## src/rtl/ddr3_avl_arbiter_if.sv

```systemverilog
// Avalon master bundle between the arbiter and the DDR3 controller.
interface ddr3_avl_arbiter_if #(
  parameter int ADDR_W = 26,
  parameter int DATA_W = 128
);
  logic [ADDR_W-1:0] avl_address;
  logic [DATA_W-1:0] avl_writedata;
  logic              avl_read;
  logic              avl_write;
  logic              avl_burstbegin;
  logic              avl_wait_request_n;
  logic [DATA_W-1:0] avl_readdata;
  logic              avl_readdata_valid;
  logic              local_init_done;

  modport master (
    output avl_address, avl_writedata, avl_read, avl_write, avl_burstbegin,
    input  avl_wait_request_n, avl_readdata, avl_readdata_valid, local_init_done
  );

  modport slave (
    input  avl_address, avl_writedata, avl_read, avl_write, avl_burstbegin,
    output avl_wait_request_n, avl_readdata, avl_readdata_valid, local_init_done
  );
endinterface

```

## src/rtl/ddr3_avl_arbiter.sv

```systemverilog
// Two-client arbiter sharing one DDR3 Avalon master; grants per burst quantum and routes read data
// back to the owner. Optional command watchdog is enabled by defining ARB_WDOG_EN.
module ddr3_avl_arbiter #(
  parameter int ADDR_W      = 26,
  parameter int DATA_W      = 128,
  parameter int QUANTUM     = 16,
  parameter int IDLE_HOLD   = 12,
  parameter int MAX_OUTST   = 8,
  parameter int WDOG_CYCLES = 1024
) (
  input  logic                   iCLK,
  input  logic                   reset,
  input  logic [1:0]             c_read,
  input  logic [1:0]             c_write,
  input  logic [1:0][ADDR_W-1:0] c_address,
  input  logic [1:0][DATA_W-1:0] c_writedata,
  output logic [1:0]             c_wait_request_n,
  output logic [DATA_W-1:0]      c_readdata,
  output logic [1:0]             c_readdata_valid,
  output logic [1:0]             grant,
  output logic                   wdog_err,
  ddr3_avl_arbiter_if.master     avl
);

  localparam int BW = $clog2(QUANTUM + 1);
  localparam int IW = $clog2(IDLE_HOLD + 1);
  localparam int OW = $clog2(MAX_OUTST + 1);
  localparam logic [BW-1:0] BEATS_MAX = BW'(QUANTUM);
  localparam logic [IW-1:0] IDLE_MAX  = IW'(IDLE_HOLD);
  localparam logic [OW-1:0] OUTST_MAX = OW'(MAX_OUTST);

  typedef enum logic [1:0] {
    ST_IDLE  = 2'd0,
    ST_OWN   = 2'd1,
    ST_DRAIN = 2'd2
  } state_t;

  state_t          state_r, state_s;
  logic [1:0]      grant_r, grant_s;
  logic            last_r, last_s;
  logic [BW-1:0]   beats_r, beats_s;
  logic [IW-1:0]   idle_r, idle_s;
  logic [OW-1:0]   outst_r;

  logic            own_idx_s;
  logic [1:0]      req_s;
  logic            pick_s;
  logic            own_req_s;
  logic            oth_req_s;
  logic            release_s;
  logic            mask_s;
  logic            accept_s;
  logic            rd_accept_s;
  logic            rd_ret_s;
  logic            wdog_trip_s;

  // Request decode and the conditions that end the current grant.
  always_comb begin
    own_idx_s = grant_r[1];
    req_s     = c_read | c_write;
    pick_s    = (req_s == 2'b11) ? ~last_r : req_s[1];
    own_req_s = req_s[own_idx_s];
    oth_req_s = req_s[~own_idx_s];
    release_s = ((beats_r == BEATS_MAX) & oth_req_s) | (idle_r == IDLE_MAX) |
                ~avl.local_init_done | wdog_trip_s;
    // Commands are blocked outside OWN, with the read window full, and on the release cycle.
    mask_s    = (state_r != ST_OWN) | (outst_r == OUTST_MAX) | release_s;
  end

  // Command path to the controller, steered from the registered owner.
  always_comb begin
    avl.avl_address   = '0;
    avl.avl_writedata = '0;
    avl.avl_read      = 1'b0;
    avl.avl_write     = 1'b0;
    c_wait_request_n  = 2'b00;
    if (state_r == ST_OWN) begin
      avl.avl_address               = c_address[own_idx_s];
      avl.avl_writedata             = c_writedata[own_idx_s];
      avl.avl_read                  = c_read[own_idx_s] & ~mask_s;
      avl.avl_write                 = c_write[own_idx_s] & ~mask_s;
      c_wait_request_n[own_idx_s]   = avl.avl_wait_request_n & ~mask_s;
    end else begin
      avl.avl_read  = 1'b0;
      avl.avl_write = 1'b0;
    end
  end

  assign avl.avl_burstbegin = avl.avl_read | avl.avl_write;
  assign accept_s    = (avl.avl_read | avl.avl_write) & avl.avl_wait_request_n;
  assign rd_accept_s = avl.avl_read & avl.avl_wait_request_n;
  // Returns with nothing outstanding belong to an abandoned transfer and are dropped.
  assign rd_ret_s    = avl.avl_readdata_valid & (outst_r != {OW{1'b0}});
  assign c_readdata  = avl.avl_readdata;
  assign grant       = grant_r;

  // Read-data strobe goes only to the client that owns the outstanding reads.
  always_comb begin
    c_readdata_valid            = 2'b00;
    c_readdata_valid[grant_r[1]] = rd_ret_s;
  end

  // Arbitration next-state and counter updates.
  always_comb begin
    state_s = state_r;
    grant_s = grant_r;
    last_s  = last_r;
    beats_s = beats_r;
    idle_s  = idle_r;
    case (state_r)
      ST_IDLE: begin
        if (avl.local_init_done && (req_s != 2'b00)) begin
          grant_s = pick_s ? 2'b10 : 2'b01;
          last_s  = pick_s;
          beats_s = '0;
          idle_s  = '0;
          state_s = ST_OWN;
        end else begin
          state_s = ST_IDLE;
        end
      end
      ST_OWN: begin
        if (release_s) begin
          state_s = ST_DRAIN;
        end else begin
          if (beats_r == BEATS_MAX) begin
            beats_s = {{(BW-1){1'b0}}, accept_s};
          end else if (accept_s) begin
            beats_s = beats_r + BW'(1);
          end else begin
            beats_s = beats_r;
          end
          if (own_req_s) begin
            idle_s = '0;
          end else if (idle_r != IDLE_MAX) begin
            idle_s = idle_r + IW'(1);
          end else begin
            idle_s = idle_r;
          end
        end
      end
      ST_DRAIN: begin
        if (outst_r == {OW{1'b0}}) begin
          grant_s = 2'b00;
          state_s = ST_IDLE;
        end else begin
          state_s = ST_DRAIN;
        end
      end
      default: begin
        grant_s = 2'b00;
        state_s = ST_IDLE;
      end
    endcase
  end

  // Arbitration state registers.
  always_ff @(posedge iCLK) begin
    if (reset) begin
      state_r <= ST_IDLE;
      grant_r <= 2'b00;
      last_r  <= 1'b1;
      beats_r <= '0;
      idle_r  <= '0;
    end else begin
      state_r <= state_s;
      grant_r <= grant_s;
      last_r  <= last_s;
      beats_r <= beats_s;
      idle_r  <= idle_s;
    end
  end

  // Outstanding-read counter; simultaneous issue and return cancel out.
  always_ff @(posedge iCLK) begin
    if (reset) begin
      outst_r <= '0;
    end else if (wdog_trip_s) begin
      outst_r <= '0;
    end else if (rd_accept_s && !rd_ret_s) begin
      outst_r <= outst_r + OW'(1);
    end else if (!rd_accept_s && rd_ret_s) begin
      outst_r <= outst_r - OW'(1);
    end else begin
      outst_r <= outst_r;
    end
  end

`ifdef ARB_WDOG_EN
  localparam int WW = $clog2(WDOG_CYCLES + 1);
  localparam logic [WW-1:0] WDOG_MAX = WW'(WDOG_CYCLES);

  logic [WW-1:0] wdog_cnt_r;
  logic          wdog_err_r;
  logic          stall_s;

  assign stall_s     = (avl.avl_read | avl.avl_write) & ~avl.avl_wait_request_n;
  assign wdog_trip_s = (wdog_cnt_r == WDOG_MAX);
  assign wdog_err    = wdog_err_r;

  // Counts consecutive cycles a presented command is held off by the controller.
  always_ff @(posedge iCLK) begin
    if (reset) begin
      wdog_cnt_r <= '0;
      wdog_err_r <= 1'b0;
    end else begin
      if (stall_s && (wdog_cnt_r != WDOG_MAX)) begin
        wdog_cnt_r <= wdog_cnt_r + WW'(1);
      end else if (stall_s) begin
        wdog_cnt_r <= wdog_cnt_r;
      end else begin
        wdog_cnt_r <= '0;
      end
      wdog_err_r <= wdog_err_r | wdog_trip_s;
    end
  end
`else
  assign wdog_trip_s = 1'b0;
  assign wdog_err    = 1'b0;
`endif

endmodule

```

## src/flat_wrapper.sv

```systemverilog
// flat-port wrapper written by rule: the top's interface ports become plain ports
module ddr3_avl_arbiter_flat 
#(
  parameter int ADDR_W      = 26,
  parameter int DATA_W      = 128,
  parameter int QUANTUM     = 16,
  parameter int IDLE_HOLD   = 12,
  parameter int MAX_OUTST   = 8,
  parameter int WDOG_CYCLES = 1024
)
  (iCLK, reset, c_read, c_write, c_address, c_writedata, c_wait_request_n, c_readdata, c_readdata_valid, grant, wdog_err, avl_avl_address, avl_avl_writedata, avl_avl_read, avl_avl_write, avl_avl_burstbegin, avl_avl_wait_request_n, avl_avl_readdata, avl_avl_readdata_valid, avl_local_init_done);
  ddr3_avl_arbiter_if #(.ADDR_W(ADDR_W), .DATA_W(DATA_W)) avl_i ();
  input  logic iCLK;
  input  logic reset;
  input  logic [1:0] c_read;
  input  logic [1:0] c_write;
  input  logic [1:0][ADDR_W-1:0] c_address;
  input  logic [1:0][DATA_W-1:0] c_writedata;
  output logic [1:0] c_wait_request_n;
  output logic [DATA_W-1:0] c_readdata;
  output logic [1:0] c_readdata_valid;
  output logic [1:0] grant;
  output logic wdog_err;
  output wire logic [$bits(avl_i.avl_address)-1:0] avl_avl_address;
  output wire logic [$bits(avl_i.avl_writedata)-1:0] avl_avl_writedata;
  output wire logic [$bits(avl_i.avl_read)-1:0] avl_avl_read;
  output wire logic [$bits(avl_i.avl_write)-1:0] avl_avl_write;
  output wire logic [$bits(avl_i.avl_burstbegin)-1:0] avl_avl_burstbegin;
  input wire logic [$bits(avl_i.avl_wait_request_n)-1:0] avl_avl_wait_request_n;
  input wire logic [$bits(avl_i.avl_readdata)-1:0] avl_avl_readdata;
  input wire logic [$bits(avl_i.avl_readdata_valid)-1:0] avl_avl_readdata_valid;
  input wire logic [$bits(avl_i.local_init_done)-1:0] avl_local_init_done;
  assign avl_avl_address = avl_i.avl_address;
  assign avl_avl_writedata = avl_i.avl_writedata;
  assign avl_avl_read = avl_i.avl_read;
  assign avl_avl_write = avl_i.avl_write;
  assign avl_avl_burstbegin = avl_i.avl_burstbegin;
  assign avl_i.avl_wait_request_n = avl_avl_wait_request_n;
  assign avl_i.avl_readdata = avl_avl_readdata;
  assign avl_i.avl_readdata_valid = avl_avl_readdata_valid;
  assign avl_i.local_init_done = avl_local_init_done;
  ddr3_avl_arbiter #(.ADDR_W(ADDR_W), .DATA_W(DATA_W), .QUANTUM(QUANTUM), .IDLE_HOLD(IDLE_HOLD), .MAX_OUTST(MAX_OUTST), .WDOG_CYCLES(WDOG_CYCLES)) u_core (.iCLK(iCLK), .reset(reset), .c_read(c_read), .c_write(c_write), .c_address(c_address), .c_writedata(c_writedata), .c_wait_request_n(c_wait_request_n), .c_readdata(c_readdata), .c_readdata_valid(c_readdata_valid), .grant(grant), .wdog_err(wdog_err), .avl(avl_i));
endmodule
```

## config.mk

```make
export PLATFORM = sky130hd
export DESIGN_NAME = ddr3_avl_arbiter_flat
export DESIGN_NICKNAME = d
export VERILOG_FILES = /design/src/rtl/ddr3_avl_arbiter_if.sv /design/src/rtl/ddr3_avl_arbiter.sv /design/src/flat_wrapper.sv
export SDC_FILE = /design/constraint.sdc
export NUM_CORES = 1
export LEC_CHECK = 0
export ABC_AREA = 1
export ABC_CLOCK_PERIOD_IN_PS = 4500
export BUFFER_PORTS_ARGS = -buffer_cell sky130_fd_sc_hd__buf_2
export CORE_AREA = 2 2 290 292
export CTS_CLUSTER_SIZE = 30
export DETAILED_ROUTE_END_ITERATION = 10
export DIE_AREA = 0 0 292 294
export GPL_TIMING_DRIVEN = 1
export SYNTH_ARGS = -nofsm -noshare
export SYNTH_HDL_FRONTEND = slang
export SYNTH_SLANG_ARGS = --single-unit
```

## constraint.sdc

```tcl
create_clock -name iCLK -period 4.5 [get_ports iCLK]
set_input_delay 0.45 -clock iCLK [delete_from_list [all_inputs] [get_ports iCLK]]
set_output_delay 0.45 -clock iCLK [all_outputs]
set_load 0.01 [all_outputs]
```

==> run summary, run 1 <==
Overflow after GRT: 0
Avg Synthesized Cell Area: 5.21 um2
Initial antenna violation count: 33
Crit share post-route: 69.5%
Ports: 737
TritonRoute pass-1 iters: 4
Die Y: 294 um
Die Wd: 292 um
Post-CTS Setup Inserts: 0
Worst skew pair latency: 0.25 ns
Clock Skews: 0.00374 ns
Top Family by Delay on Critical Path: simple AND/OR/NAND/NOR gates
Final core occ: 8.47%
Multi-input gate area: 0.00267 mm2
Final setup vio count: 0
Initial DRC Count: 234
Fillers: 9848
Worst min-delay path class: reg -> reg
Kind of critical path: reg -> reg
DP Cell Count: 2208
NumNets Final: 1586
Most used cell along the critical path: nand2_1
# resized after CTS: 0
Mapped Cells: 827
Final worst slack: 1.37 ns
Largest cells by area after synthesis: nand2_1, buf_4, a21oi_1, dfxtp_1, clkbuf_1
DRC Markers: 0
Hold Vio Cnt, Final: 0
CORE AREA: 0.0829 mm2
Antenna-violating nets left: 0
Worst Max-Slew Pin Slew: 1.01 ns
Max cap viols: 0
GPL Wtd Cong: 0.782
Port Buffers: 479
Vias/cell: 2.97
Die ar.: 0.0858 mm2
CTS H-tree depth: 1
Vias in the first global route: 5903
Crit path buf inv count: 3
Clk pin slew, worst setup/hold paths: 0.05 ns
Count of cell types in the netlist: 32
Area growth syn-to-layout: 63.0%
Pwr dens: 179 mW/mm2
FF+latch area: 364 um2
CP max stage cell: buf_4
Yosys top cell area share: 30.4%
Starting Density: 5.20%
TritonCTS clock tree: built
Share of layout cells above drive strength 1: 44.6%
Largest net degree at the start of global routing: 100
First-pass GRT wire length: 52000 um
Static Leak: 3.66 nW
Total CTS buffers: 3
WL final: 42200 um
Finished Layout Cells: 2217
Synthesized flop and latch total: 18
Max VDD drop: 0.000111 V
Max incr delay on CP: 0.54 ns
Site row count: 106
CTS max path bufs: 2
Via count: 6588
Hold Buf Count CTS: 0
GRT Util Overall: 9.10%
Sequential-to-total area share from yosys stat: 8.36%
Dpl ws: 1.37 ns
CP arrival: 3.26 ns
Critical path cell sequence: buf_4 > nand2_1 > nand3_2 > nand2_2 > inv_1 > nand3_1 > a21oi_1 > ha_1 > inv_1 > ha_1 > nand2_1 > nand2_1 > a21oi_1 > nor2_1 > nor2_1 > nand2_1 > o21ai_0 > a21oi_1
Crit path max fanout: 57
Cell taking the most area after synthesis: nand2_1
DP HPWL: 37600 um
Total power: 0.00126 W
CTS root buffer: clkbuf_16
Worst slew margin: 32.8%
Syn. warnings: 0
Post-Syn Nets: 1280
Crit path launch type: flip-flop
Tmin final: 3.13 ns
Avg WL per Cell: 19.0 um
Max-slew violations: 0
Setup Total Neg Slack: 0 ns
Worst Path Required: 4.64 ns
Sink Count: 18
Upper clock frequency limit: 320 MHz
Mapped cell area: 0.00431 mm2
RSZ-0062 raised after global routing: no
CP Capture Type: flip-flop
Status: finished clean
-- cell type report --
type	instances	area share, %
multi-input combinational	599	37.9
timing repair buffer	484	34.7
tap	1080	19.2
sequential	18	5.18
inverter	27	1.51
clock buffer	4	1.26
antenna	5	0.178
-- kinds of logic (layout without fill, tap and decap cells) --
logic type	count (synthesis)	count (layout)	synth area share [%]
AND/OR/NAND/NOR	405	405	37.0
adder cells (fa/ha/maj)	8	8	2.50
other	1	6	0.0870
buffers and inverters	210	515	30.0
flip-flops	18	18	8.36
XOR/XNOR	3	3	0.610
AO/OA/AOI/OAI	182	182	21.4
-- power breakdown --
group          total (W)  switching (W)  internal [W]
registers       0.000224      0.0000321      0.000192
logic           0.000835       0.000526      0.000309
clock network   0.000197      0.0000615      0.000135
total            0.00126       0.000619      0.000636
-- worst reg2reg max path, cell delays in order, from the launching register on --
cell	delay [ns]
dfxtp_4	0.51
buf_4	0.54
nand2_1	0.15
nand3_2	0.12
nand2_2	0.07
inv_1	0.06
nand3_1	0.10
a21oi_1	0.17
ha_1	0.21
inv_1	0.10
ha_1	0.30
nand2_1	0.06
nand2_1	0.05
a21oi_1	0.17
nor2_1	0.06
nor2_1	0.10
nand2_1	0.07
o21ai_0	0.14
a21oi_1	0.05
-- placed cells by master (no fill, tap or decap), types with 2 or more instances in the layout --
cell type	synthesis	final
diode_2	0	5
o21ai_0	8	8
nor2_4	2	2
nand3_1	10	10
inv_2	2	2
dfxtp_1	18	17
inv_1	23	23
clkbuf_16	0	3
nor2_2	2	2
nor2_1	30	30
buf_2	4	479
ha_1	7	7
nand2_2	4	4
nand4_1	3	3
buf_4	130	5
nand2_1	349	349
xor2_1	3	3
a21oi_1	169	169
-- state kept, by name, summed over array words and instances, names as in the netlist --
name            cells
u_core.grant        2
u_core.beats_r      5
u_core.last_r       1
u_core.outst_r      4
u_core.state_r      2
u_core.idle_r       4
-- stage by stage --
step	area, um2	hold WS, ns
after detailed placement	6920	0.462
after global routing	7020	0.494
after floorplan	4310	0.450
after global placement	6920	0.455
after CTS	7010	0.471
final	7020	0.467
-- path summary, 6_finish.rpt --
check	end	startpoint	cells past startpoint	slack, ns
min reg2reg	u_core.grant[0]	u_core.grant[0]	2	0.47
max reg2reg	u_core.outst_r[3]	u_core.grant[1]	18	1.37
max	u_core.outst_r[3]	u_core.grant[1]	18	1.37
min	u_core.grant[0]	u_core.grant[0]	2	0.47
-- per-layer routing --
metal | GRT usage (%) | wire, um
met4 | 3.51 | 1920
met1 | 9.90 | 16000
met2 | 13.9 | 17300
met5 | 0.794 | 161
met3 | 5.97 | 6840
-- cell usage after synthesis (all sizes together) --
library cell / n
o21ai: 10
inv: 26
o31ai: 1
buf: 147
conb: 1
clkbuf: 36
clkinv: 1
nand3: 11
a21oi: 170
nand4: 3
o211ai: 1
fa: 1
ha: 7
nor2: 34
or3: 1
dfxtp: 18
xor2: 3
nor3: 1
nand2: 355
(Power assumes the default switching activity.)
==> run 2: changes to the inputs <==
--- a/config.mk
+++ b/config.mk
@@ -6,12 +6,12 @@
 export NUM_CORES = 1
 export LEC_CHECK = 0
 export ABC_AREA = 1
-export ABC_CLOCK_PERIOD_IN_PS = 4500
+export ABC_CLOCK_PERIOD_IN_PS = 3080
 export BUFFER_PORTS_ARGS = -buffer_cell sky130_fd_sc_hd__buf_2
-export CORE_AREA = 2 2 290 292
+export CORE_AREA = 2 2 287 289
 export CTS_CLUSTER_SIZE = 30
 export DETAILED_ROUTE_END_ITERATION = 10
-export DIE_AREA = 0 0 292 294
+export DIE_AREA = 0 0 289 291
 export GPL_TIMING_DRIVEN = 1
 export SYNTH_ARGS = -nofsm -noshare
 export SYNTH_HDL_FRONTEND = slang
==> constraint.sdc (replaced) <==
create_clock -name iCLK -period 3.08 [get_ports iCLK]
set_input_delay 0.308 -clock iCLK [delete_from_list [all_inputs] [get_ports iCLK]]
set_output_delay 0.308 -clock iCLK [all_outputs]
set_load 0.01 [all_outputs]
==> run summary, run 2 (synthesis gave the netlist of run 1 again) <==
Status: finished clean
Via count: 6577
First-pass GRT wire length: 51900 um
Antenna-violating nets left: 0
Die Y: 291 um
Crit path launch type: flip-flop
Placed inst area: 0.00695 mm2
TritonRoute pass-1 iters: 4
TritonCTS clock tree: built
Max cap viols: 0
Final core occ: 8.66%
Most common cell after layout, fill and taps aside: buf_2
Switching share of total power: 48.8%
Worst R2R Start: u_core.idle_r[0]
Clk pin slew, worst setup/hold paths: 0.06 ns
Static Leak: 3.67 nW
Final setup vio count: 0
Worst hold start: reset
Crit path launch: u_core.idle_r[0]
Share of layout cells above drive strength 1: 44.5%
DRC Markers: 0
# resized after CTS: 0
Initial DRC Count: 288
Biggest regs: u_core.beats_r (5), u_core.idle_r (4), u_core.outst_r (4)
Pwr dens: 255 mW/mm2
Starting Density: 5.31%
Worst slew margin: 46.4%
Most frequent cells in the layout: buf_2, nand2_1, a21oi_1
Tmin final: 2.71 ns
GPL Wtd Cong: 0.712
Clk network pwr share: 14.8%
Comb pwr share: 67.1%
Worst skew pair latency: 0.25 ns
Flop pwr share: 18.0%
Initial antenna violation count: 55
P_int: 0.000917 W
Design area: 0.00703 mm2
CORE AREA: 0.0812 mm2
CTS H-tree depth: 1
RSZ-0062 raised after global routing: no
Worst Max-Slew Pin Slew: 0.804 ns
Total CTS buffers: 3
Avg WL per Cell: 19.1 um
Die Wd: 289 um
Fillers: 9696
Max-slew violations: 0
Hold Buf Count CTS: 0
Post-CTS Setup Inserts: 0
Vias/cell: 2.98
DP Cell Count: 2198
Site row count: 105
CTS max path bufs: 2
Reg with most FFs: u_core.beats_r
Worst Path Required: 3.22 ns
Kind of critical path: reg -> reg
Max VDD drop: 0.000145 V
Min Hold Slack: 0.389 ns
Largest net degree at the start of global routing: 159
Vias in the first global route: 5921
Hold Vio Cnt, Final: 0
Crit path max fanout: 3
Upper clock frequency limit: 370 MHz
CP arrival: 2.84 ns
Overflow after GRT: 0
GRT Util Overall: 9.38%
Psw: 0.000875 W
Number of flip-flops in the largest register: 5
Setup Total Neg Slack: 0 ns
Die ar.: 0.0841 mm2
CP Capture Type: flip-flop
CTS root buffer: clkbuf_16
NumNets Final: 1586
Area growth syn-to-layout: 63.3%
WL final: 42100 um
DP HPWL: 37600 um
Finished Layout Cells: 2205
Port Buffers: 479
Worst min-delay path class: in -> reg
Sink Count: 18
Clock Skews: 0.00619 ns
Crit share post-route: 87.8%
Ports: 737
run 2: cell type report:
cell class	count	area (um2)	share of cell area, %
multi-input cells	599	2670	37.9
repair buffers	484	2470	35.2
well taps	1070	1340	19.0
flip-flops and latches	18	364	5.18
inverters	27	106	1.51
clock buffers	4	78.8	1.12
diodes	3	7.51	0.107
run 2: path summary, 6_finish.rpt:
| check | end | slack, ns | cells past startpoint |
|---|---|---|---|
| max | u_core.outst_r[3] | 0.37 | 20 |
| min | u_core.idle_r[1] | 0.39 | 2 |
| max reg2reg | u_core.outst_r[3] | 0.37 | 20 |
| min reg2reg | u_core.last_r | 0.48 | 2 |
run 2: metrics by stage:
step / power (W) / setup WS, ns
floorplan: 0.00113 / 0.695
global placement: 0.00154 / 0.467
detailed placement: 0.00156 / 0.381
CTS: 0.00183 / 0.374
global route: 0.00198 / 0.0877
finish: 0.00179 / 0.374
run 2: routing by layer:
metal  part of all wire, %  up-vias  wire length, um  track usage [%]
met5                  0.17        -               70                0
met2                    42      533            17500             14.7
met1                    38     2802            16100             10.3
li1                      -     3097                -                -
met4                   4.1       10             1730             3.11
met3                    16      135             6670             5.87
run 2: worst max-delay path: stages, from the launching register on:
cell and delay (ns):
dfxtp_1 0.35, inv_1 0.08, ha_1 0.19, nand3_1 0.09, nand2_1 0.05, inv_1 0.10, nand2_2 0.08, inv_1 0.06
nand3_1 0.09, a21oi_1 0.18, ha_1 0.22, inv_1 0.10, ha_1 0.30, nand2_1 0.07, nand2_1 0.05, a21oi_1 0.16
nor2_1 0.06, nor2_1 0.08, nand2_1 0.07, o21ai_0 0.14, a21oi_1 0.06
run 2: power by group through the flow:
stage	sequential (W)	combinational (W)	clock (W)
global route	0.000332	0.00137	0.000281
global placement	0.000324	0.00122	0
floorplan	0.000318	0.000810	0
CTS	0.000323	0.00124	0.000273
finish	0.000323	0.00120	0.000266
detailed placement	0.000327	0.00123	0
